`src/rtl/demux_pkg.sv`:
```
// demux_pkg: shared types and sizes for the demux sequencer.
//   N_CH    - number of demux channels (3-to-8 demux)
//   SEL_W   - select width, clog2(N_CH)
//   DWELL_W - width of the per-channel dwell count
package demux_pkg;
    localparam int N_CH    = 8;
    localparam int SEL_W   = 3;
    localparam int DWELL_W = 4;

    typedef enum logic [1:0] {IDLE, DRIVE, GAP, DONE} seq_state_t;
    typedef logic [SEL_W-1:0] ch_sel_t;
endpackage

```
`src/rtl/next_set_bit.sv`:
```
// next_set_bit: combinational search for the next channel to strobe.
//   i_mask      - channel mask
//   i_cur       - current channel index
//   i_from_zero - search from bit 0 inclusive (start of a sequence)
//   o_found     - a qualifying set bit exists
//   o_idx       - lowest set bit above i_cur (or lowest overall in from-zero mode)
module next_set_bit
    import demux_pkg::*;
(
    input  logic [N_CH-1:0] i_mask,
    input  ch_sel_t         i_cur,
    input  logic            i_from_zero,
    output logic            o_found,
    output ch_sel_t         o_idx
);
    // Scan high to low so the last hit is the lowest qualifying bit.
    always_comb begin
        o_found = 1'b0;
        o_idx   = '0;
        for (int i = N_CH - 1; i >= 0; i--) begin
            if (i_mask[i] && (i_from_zero || i > int'(i_cur))) begin
                o_found = 1'b1;
                o_idx   = ch_sel_t'(i);
            end
        end
    end
endmodule

```
`src/rtl/demux_sequencer.sv`:
```
// demux_sequencer: timed channel-strobe engine driving a 3-to-8 demux.
//   clk, rst          - clock, asynchronous active-high reset
//   mask_valid/ready  - request handshake; mask and dwell latched on transfer
//   mask, dwell       - channels to strobe (ascending) and cycles per channel (0 -> 1)
//   abort             - cancels a running sequence (DRIVE/GAP only)
//   demux_in/sel      - demux drive; sel only changes while demux_in is low
//   busy, done        - sequence active; one-cycle end-of-sequence pulse
module demux_sequencer
    import demux_pkg::*;
(
    input  logic               clk,
    input  logic               rst,
    input  logic               mask_valid,
    output logic               mask_ready,
    input  logic [N_CH-1:0]    mask,
    input  logic [DWELL_W-1:0] dwell,
    input  logic               abort,
    output logic               demux_in,
    output logic [SEL_W-1:0]   demux_sel,
    output logic               busy,
    output logic               done
);
    seq_state_t         r_state, w_state_nxt;
    logic [N_CH-1:0]    r_mask;
    logic [DWELL_W-1:0] r_dwell, r_count, w_dwell_eff;
    ch_sel_t            r_sel;
    logic               r_in, r_busy, r_done, r_ready;
    logic               w_in_nxt, w_busy_nxt, w_done_nxt, w_ready_nxt;
    logic               w_xfer, w_last, w_found;
    ch_sel_t            w_idx;

    assign w_xfer      = mask_valid && r_ready;
    assign w_dwell_eff = (dwell == '0) ? DWELL_W'(1) : dwell;
    assign w_last      = (r_count <= DWELL_W'(1));

    // In IDLE the search runs on the incoming mask from bit 0; afterwards
    // it runs on the latched mask from the current channel.
    next_set_bit u_nsb (
        .i_mask      ((r_state == IDLE) ? mask : r_mask),
        .i_cur       (r_sel),
        .i_from_zero (r_state == IDLE),
        .o_found     (w_found),
        .o_idx       (w_idx)
    );

    // State register
    always_ff @(posedge clk or posedge rst) begin
        if (rst) r_state <= IDLE;
        else     r_state <= w_state_nxt;
    end

    // Next-state logic; abort outranks both the count and the channel step.
    always_comb begin
        w_state_nxt = r_state;
        case (r_state)
            IDLE:  if (w_xfer) w_state_nxt = (mask != '0) ? DRIVE : DONE;
            DRIVE: begin
                if (abort)       w_state_nxt = DONE;
                else if (w_last) w_state_nxt = w_found ? GAP : DONE;
            end
            GAP:   w_state_nxt = abort ? DONE : DRIVE;
            DONE:  w_state_nxt = IDLE;
            default: w_state_nxt = IDLE;
        endcase
    end

    // Output decode from the next state so every output leaves a flop.
    always_comb begin
        w_in_nxt    = (w_state_nxt == DRIVE);
        w_busy_nxt  = (w_state_nxt == DRIVE) || (w_state_nxt == GAP);
        w_done_nxt  = (w_state_nxt == DONE);
        w_ready_nxt = (w_state_nxt == IDLE);
    end

    always_ff @(posedge clk or posedge rst) begin
        if (rst) begin
            r_in    <= 1'b0;
            r_busy  <= 1'b0;
            r_done  <= 1'b0;
            r_ready <= 1'b1;
        end else begin
            r_in    <= w_in_nxt;
            r_busy  <= w_busy_nxt;
            r_done  <= w_done_nxt;
            r_ready <= w_ready_nxt;
        end
    end

    // Datapath: latched request, dwell counter and channel select.
    always_ff @(posedge clk or posedge rst) begin
        if (rst) begin
            r_mask  <= '0;
            r_dwell <= '0;
            r_count <= '0;
            r_sel   <= '0;
        end else begin
            case (r_state)
                IDLE: if (w_xfer) begin
                    r_mask  <= mask;
                    r_dwell <= w_dwell_eff;
                    r_count <= w_dwell_eff;
                    if (w_found) r_sel <= w_idx;
                end
                DRIVE: begin
                    r_count <= r_count - DWELL_W'(1);
                    // sel moves to the next channel as the gap begins
                    if (w_state_nxt == GAP) r_sel <= w_idx;
                end
                GAP: r_count <= r_dwell;
                default: ;
            endcase
        end
    end

    assign mask_ready = r_ready;
    assign demux_in   = r_in;
    assign demux_sel  = r_sel;
    assign busy       = r_busy;
    assign done       = r_done;
endmodule

```
`config.mk`:
```
export PLATFORM = sky130hd
export DESIGN_NAME = demux_sequencer
export DESIGN_NICKNAME = d
export VERILOG_FILES = /design/src/rtl/demux_pkg.sv /design/src/rtl/next_set_bit.sv /design/src/rtl/demux_sequencer.sv
export SDC_FILE = /design/constraint.sdc
export NUM_CORES = 1
export LEC_CHECK = 0
export ABC_AREA = 1
export BUFFER_PORTS_ARGS = -buffer_cell sky130_fd_sc_hd__buf_2
export CAP_MARGIN = 25
export CORE_ASPECT_RATIO = 1.4
export CORE_MARGIN = 3
export CORE_UTILIZATION = 60
export DETAILED_ROUTE_END_ITERATION = 12
export GPL_ROUTABILITY_DRIVEN = 0
export PLACE_DENSITY = 0.87
export SETUP_SLACK_MARGIN = 0.4
export SYNTH_ARGS = -nofsm -noshare
export SYNTH_HDL_FRONTEND = slang
export SYNTH_HIERARCHICAL = 1
export SYNTH_SLANG_ARGS = --single-unit
```
`constraint.sdc`:
```
create_clock -name clk -period 5.3 [get_ports clk]
set_clock_uncertainty 0.05 [all_clocks]
set_input_delay 0 -clock clk [delete_from_list [all_inputs] [get_ports clk]]
set_output_delay 0 -clock clk [all_outputs]
set_load 0.02 [all_outputs]
```
=== Yosys cells after proc, flatten, opt, wreduce, memory -nomap -nowiden ===
Index checks and enable logic that the tools add are counted.

* Register bits after elaboration: 25
* Input port bits: 16
* Output and inout port bits: 7
* Logic and storage cells: 84

* $add $sub $neg: 1
* Magnitude comparators: 8
* Equality and inequality tests: 9
* Mux-type cells: 31
* Reduce and logical (&&, ||, !) cells: 26

{| class="wikitable"
|+ Operators with widths
! cell !! number
|-
| two-way mux 3 bit || 11
|-
| greater-than comparator 3 bit (first input constant) || 4
|-
| case mux 4 bit (3 select lines) || 1
|-
| two-way mux 2 bit || 5
|-
| logical AND 1 bit || 9
|-
| two-way mux 1 bit || 9
|-
| equality test 2 bit (second input constant) || 4
|-
| logical OR 1 bit || 8
|-
| two-way mux 4 bit || 2
|-
| two-way mux 8 bit || 1
|-
| case mux 2 bit (4 select lines) || 1
|-
| nonzero test 8 bit || 1
|-
| greater-than comparator 2 x 3 -> 1 bit (first input constant) || 2
|-
| != test 2 bit (second input constant) || 3
|-
| case mux 3 bit (2 select lines) || 1
|-
| equality test 2 x 1 -> 1 bit (second input constant) || 2
|-
| less-or-equal comparator 4 x 1 -> 1 bit (second input constant) || 1
|-
| zero test 2 bit || 2
|-
| zero test 4 bit || 1
|-
| AND reduction 2 bit || 2
|-
| AND reduction 4 bit || 1
|-
| subtractor 4 x 1 -> 4 bit (second input constant) || 1
|-
| greater-than comparator 1 x 3 -> 1 bit (first input constant) || 1
|-
| nonzero test 3 bit || 1
|-
| nonzero test 2 bit || 1
|}

=== Longest topological paths before layout ===
* Depth in word-level cells: 18
* Gate-level depth with buffers: 22
* Mapped depth without buffers: 21

=== Modules after synthesis ===
The synthesis kept the hierarchy.

{| class="wikitable"
|+ Modules (own cells, without submodules)
! module !! times used !! cells each !! area each (µm²) !! seq. area each (µm²)
|-
| demux_sequencer || 1 || 171 || 1328.8 || 626.9
|-
| next_set_bit || 1 || 40 || 182.7 || 0.0
|}

=== Least setup slack after synthesis ===
No wires, ideal clock.

* Kind: flip-flop to flip-flop
* Start point: register r_state[0]
* End point: register r_sel[1], in the netlist demux_sel[1]
* Setup time: 0.066 ns
* Data arrival time: 2.301 ns
* Required time: 5.184 ns
* Setup slack: 2.883 ns
* Cell stages (with the launch flop): 22
* Path buffers: 1
* Clock period less this slack: 2.417 ns
* Cells stage by stage: dfrtp_1 inv_1 ha_1 clkbuf_1 o21ai_0 inv_1 nor2_1 inv_1 nand2_1 nor2_1 nand4_1 inv_1 nand3_1 nand3_1 nand2_1 nand2_1 nand2_1 nand2_1 nand2_2 nand2_2 nand2_1 nand2_1

* Cells in the longest elaborated chain, start to end: 18
* Elaborated cells on any way between the ends: 51
* Those cells by class: eq/ne: 7; mux: 26; reduce/logical: 18

{| class="wikitable"
|+ RTL lines
! element !! line !! RTL
|-
| start: declaration || demux_sequencer.sv:23 || <nowiki>seq_state_t r_state, w_state_nxt;</nowiki>
|-
| start signal: assignment || demux_sequencer.sv:49 || <nowiki>else r_state <= w_state_nxt;</nowiki>
|-
| zero test 2 bit * || demux_sequencer.sv:39, demux_sequencer.sv:41 ||
|-
| two-way mux 8 bit or logical OR 1 bit (tied branches) || demux_sequencer.sv:39, next_set_bit.sv:21 ||
|-
| logical AND 1 bit || next_set_bit.sv:21 || <nowiki>if (i_mask[i] && (i_from_zero || i > int'(i_cur))) begin</nowiki>
|-
| two-way mux 1 bit (7 in a row) || next_set_bit.sv:21 ||
|-
| two-way mux 1 bit * || next_set_bit.sv:21 ||
|-
| net w_found || demux_sequencer.sv:29 || <nowiki>logic w_xfer, w_last, w_found;</nowiki>
|-
| two-way mux 1 bit || demux_sequencer.sv:59 || <nowiki>else if (w_last) w_state_nxt = w_found ? GAP : DONE;</nowiki>
|-
| two-way mux 2 bit || demux_sequencer.sv:59 ||
|-
| two-way mux 2 bit || demux_sequencer.sv:58 || <nowiki>if (abort) w_state_nxt = DONE;</nowiki>
|-
| case mux 2 bit (4 select lines) || demux_sequencer.sv:55 || <nowiki>case (r_state)</nowiki>
|-
| equality test 2 bit || demux_sequencer.sv:107 || <nowiki>if (w_state_nxt == GAP) r_sel <= w_idx;</nowiki>
|-
| != test 2 bit (no line) || n/a ||
|-
| AND reduction 4 bit (no line) * || n/a ||
|-
| end signal: assignment || demux_sequencer.sv:102 || <nowiki>if (w_found) r_sel <= w_idx;</nowiki>
|-
| end signal: assignment || demux_sequencer.sv:107 ||
|-
| end: declaration || demux_sequencer.sv:26 || <nowiki>ch_sel_t r_sel;</nowiki>
|}

Mark *: on every way through the listed nets, which the timed path passes. The rest lies on a longest branch. The select of a mux whose other input is x is not followed.
A chain may end at the register's enable or synchronous reset.

=== Worst setup path after layout ===
Ends and elaborated chain as after synthesis.

==> impl_metrics.env <==
export IMPL_worstPathArrival_ns=3.11
export IMPL_multiInputGateArea_um2=749.5
export IMPL_max_buffers_root_to_sink=2
export IMPL_count_of_nets_after_finishing=270
export IMPL_n_diodes=0
export IMPL_gr_usage_all_layers_pct=26.79
export IMPL_routed_wirelength_um=3803
export IMPL_cts_inserted_buffers=3
export IMPL_synth_mux_area_fraction_pct=0
export IMPL_cts_num_sinks=25
export IMPL_setup_violations_final=0
export IMPL_dieArea_um2=3166
export IMPL_wl_per_cell_um=13.58
export IMPL_floorplan_initialDensity_pct=66.37
export IMPL_drive_above_1_share_pct=15.38
export IMPL_final_hold_violation_count=0
export IMPL_syn2layout_area_growth_pct=19.62
export IMPL_synth_distinct_cells=24
export IMPL_synth_edff_count=0
export IMPL_yosys_area_top_type_share_pct=39.74
export IMPL_first_pass_grt_wire_length_um=6596
export IMPL_clock_tree_from_tritoncts="built"
export IMPL_main_combinational_cell_family_by_area_after_synthesis="simple AND/OR/NAND/NOR gates"
export IMPL_synth_seq_area_share_pct=41.47
export IMPL_rows=20
export IMPL_detail_route_iter0_violations=56
export IMPL_synth_yosys_warnings=6
export IMPL_vias=1524
export IMPL_post_synthesis_share_of_cell_area_spent_on_and_or_nand_and_nor_gates_pct=27.81
export IMPL_critical_path_peak_fanout=18
export IMPL_ant_nets=0
export IMPL_grt_pass1_vias=1576
export IMPL_grt_overflow_total=0
export IMPL_yosys_top_cell_by_area="sky130_fd_sc_hd__dfrtp_1"
export IMPL_slew_headroom_pct=37.83
export IMPL_cap_violations=0
export IMPL_post_synth_net_total=233
export IMPL_synth_seq_cells=25
export IMPL_timing_final_max_slew_violations=0
export IMPL_compound_gate_fraction_of_synth_area_pct=16.80
export IMPL_setup_repair_after_global_routing_missed_its_margin="no"
export IMPL_post_dp_hpwl_um=2836
export IMPL_post_dr_vias_cell=5.443
export IMPL_port_buffers=22
export IMPL_grt_start_max_net_pins=26
export IMPL_regArea_um2=626.9
export IMPL_drt_drc_violations_left=0
export IMPL_cts_setup_buffers=0
export IMPL_postSynthAreaPerCell_um2=7.163
export IMPL_fp_dieH_um=65.39
export IMPL_tightest_slew_ns=0.9315
export IMPL_chipWidth_um=48.42
export IMPL_setup_worst_path_end_class="register"
export IMPL_syn_instance_count=211
export IMPL_fill_cells=184
export IMPL_iteration_count_of_the_initial_detailed_routing_pass=4
export IMPL_clock_tree_htree_level_count=1
export IMPL_cts_root_buf="sky130_fd_sc_hd__clkbuf_4"
export IMPL_worst_skew_pair_late_latency_ns=0.33
export IMPL_boundaryPins=23
export IMPL_start_kind="register"
export IMPL_power_density_nw_per_um2=639.4
export IMPL_number_of_antenna_violations_at_the_first_check_in_global_routing=0
export IMPL_floorplan_core_area_um2=2277
export IMPL_yosys_most_used_dff="sky130_fd_sc_hd__dfrtp_1"
export IMPL_timing_worst_setup_path_type="register to register"
export IMPL_final_period_utilization_pct=54.46
export IMPL_adder_cell_area_share_of_the_yosys_netlist_pct=4.967
export IMPL_max_freq_ghz=0.3465
export IMPL_timing_critical_path_required_ns=5.53
export IMPL_yosys_top_cells_area="sky130_fd_sc_hd__dfrtp_1 (40%), sky130_fd_sc_hd__nand2_1 (15%), sky130_fd_sc_hd__o21ai_0 (8.9%)"
export IMPL_synth_xor_area_share_pct=0
export IMPL_post_route_min_period_ns=2.886
export IMPL_clkTransAtPathRegs_ns=0.13
export IMPL_peakVddDrop_mv=0.3890
export IMPL_status="finished clean"
export IMPL_fin_tns_setup_ns=0
export IMPL_ys_async_sr_fraction_pct=100.0
export IMPL_synthesis_area_um2=1511
export IMPL_hold_path_class="input port to register"
export IMPL_finalHoldWorstSlack_ns=0.09271
export IMPL_total_leakage_power_uw=0.0009559
[report_power, final]
part           internal (uW)  leakage (uW)  switching, uW  total (uW)
sequential               288      0.000307           60.9         349
clock                   29.6     0.0000150           57.4        86.9
combinational            243      0.000634            477         720
[logic make-up (layout without fill, tap and decap cells)]
kind of cell / after synthesis / after routing
adder cells (fa/ha/maj): 6 / 6
AND/OR/NAND/NOR: 99 / 99
AO/OA/AOI/OAI: 45 / 45
flip-flops: 25 / 25
buffers and inverters: 36 / 72
[cell type report]
type	instances	share of cell area (%)
multi-input combinational	150	41.45
sequential	25	34.67
tap	33	2.284
inverter	33	6.851
timing repair buffer	35	13.29
clock buffer	4	1.453
[timing repair]
item	CTS	global route
endpoints found under the hold margin	40	0
hold buffers	13	0
gates resized for setup	0	0
setup endpoints to repair	0	0
[synthesized netlist by cell type (3+ instances only)]
| library cell | instances |
|---|---|
| sky130_fd_sc_hd__nand2_1 | 61 |
| sky130_fd_sc_hd__inv_1 | 30 |
| sky130_fd_sc_hd__o21ai_0 | 27 |
| sky130_fd_sc_hd__dfrtp_1 | 24 |
| sky130_fd_sc_hd__nor2_1 | 18 |
| sky130_fd_sc_hd__a21oi_1 | 9 |
| sky130_fd_sc_hd__nand3_1 | 9 |
| sky130_fd_sc_hd__ha_1 | 6 |
| sky130_fd_sc_hd__clkbuf_1 | 3 |
| sky130_fd_sc_hd__inv_2 | 3 |
| sky130_fd_sc_hd__nand2_2 | 3 |
| sky130_fd_sc_hd__o211ai_1 | 3 |
[stage by stage]
stage	total power [uW]	util (%)	setup slack [ns]	cells	instance area (um^2)
2_1_floorplan	870.4	-	2.883	211	1511
3_3_place_gp	999.1	72.53	2.659	263	1652
3_5_place_dp	1048	72.53	2.479	263	1652
4_1_cts	1142	79.40	2.446	280	1808
5_1_grt	1265	79.40	2.037	280	1808
6_report	1156	79.40	2.414	280	1808
[final timing paths]
path	start	endpoint	slack, ns	cells after the start
worst max-delay path	r_state[0]$_DFF_PP0_	demux_sel[1]$_DFFE_PP0P_	2.41	20
worst max register to register	r_state[0]$_DFF_PP0_	demux_sel[1]$_DFFE_PP0P_	2.41	20
worst min register to register	r_mask[0]$_DFFE_PP0P_	r_mask[0]$_DFFE_PP0P_	0.46	2
min in group asynchronous	rst	r_mask[5]$_DFFE_PP0P_	0.36	3
max in group asynchronous	rst	done$_DFF_PP0_	4.27	3
worst min-delay path	mask_valid	r_count[2]$_DFFE_PP0P_	0.09	4
[worst max-delay path: stages, from the launching register on]
cell and delay [ns]:
sky130_fd_sc_hd__dfrtp_1 0.44, sky130_fd_sc_hd__inv_1 0.11, sky130_fd_sc_hd__ha_1 0.55, sky130_fd_sc_hd__inv_2 0.21, sky130_fd_sc_hd__nand2_1 0.11, sky130_fd_sc_hd__o21ai_0 0.10, sky130_fd_sc_hd__nand2_1 0.08, sky130_fd_sc_hd__nand2_1 0.06
sky130_fd_sc_hd__nor2_1 0.17, sky130_fd_sc_hd__nand4_1 0.10, sky130_fd_sc_hd__inv_1 0.10, sky130_fd_sc_hd__nand3_1 0.08, sky130_fd_sc_hd__nand3_1 0.08, sky130_fd_sc_hd__nand2_1 0.05, sky130_fd_sc_hd__nand2_1 0.05, sky130_fd_sc_hd__nand2_1 0.09
sky130_fd_sc_hd__nand2_1 0.09, sky130_fd_sc_hd__nand2_2 0.09, sky130_fd_sc_hd__nand2_2 0.09, sky130_fd_sc_hd__nand2_1 0.06, sky130_fd_sc_hd__nand2_1 0.06
[registers in the layout, indices dropped and copies added (netlist names)]
name        flops
r_count         4
done            1
mask_ready      1
demux_sel       3
busy            1
r_dwell         4
demux_in        1
r_state         2
r_mask          8
[cell usage in the layout (no fill, tap or decap), drive strengths merged]
cell type	n
a31oi	1
inv	33
a211oi	1
a21oi	10
or2	1
nand2	64
nor2	21
buf	22
o21ai	28
clkbuf	4
dfstp	1
ha	6
nand4	2
nand3	9
o22ai	2
dfrtp	24
nor3b	1
dlygate4sd3	13
o211ai	3
nor3	1
[routing by layer]
layer  global-route usage, %  part of all wire [%]  vias to the layer above
met5                       0                     0                        -
met4                   20.28                   6.4                        0
met3                   2.494                   3.8                       23
met2                   50.34                    52                       54
met1                   27.29                    38                      704
li1                        -                     -                      743
Note: power is estimated with default switching activity, not from simulation.
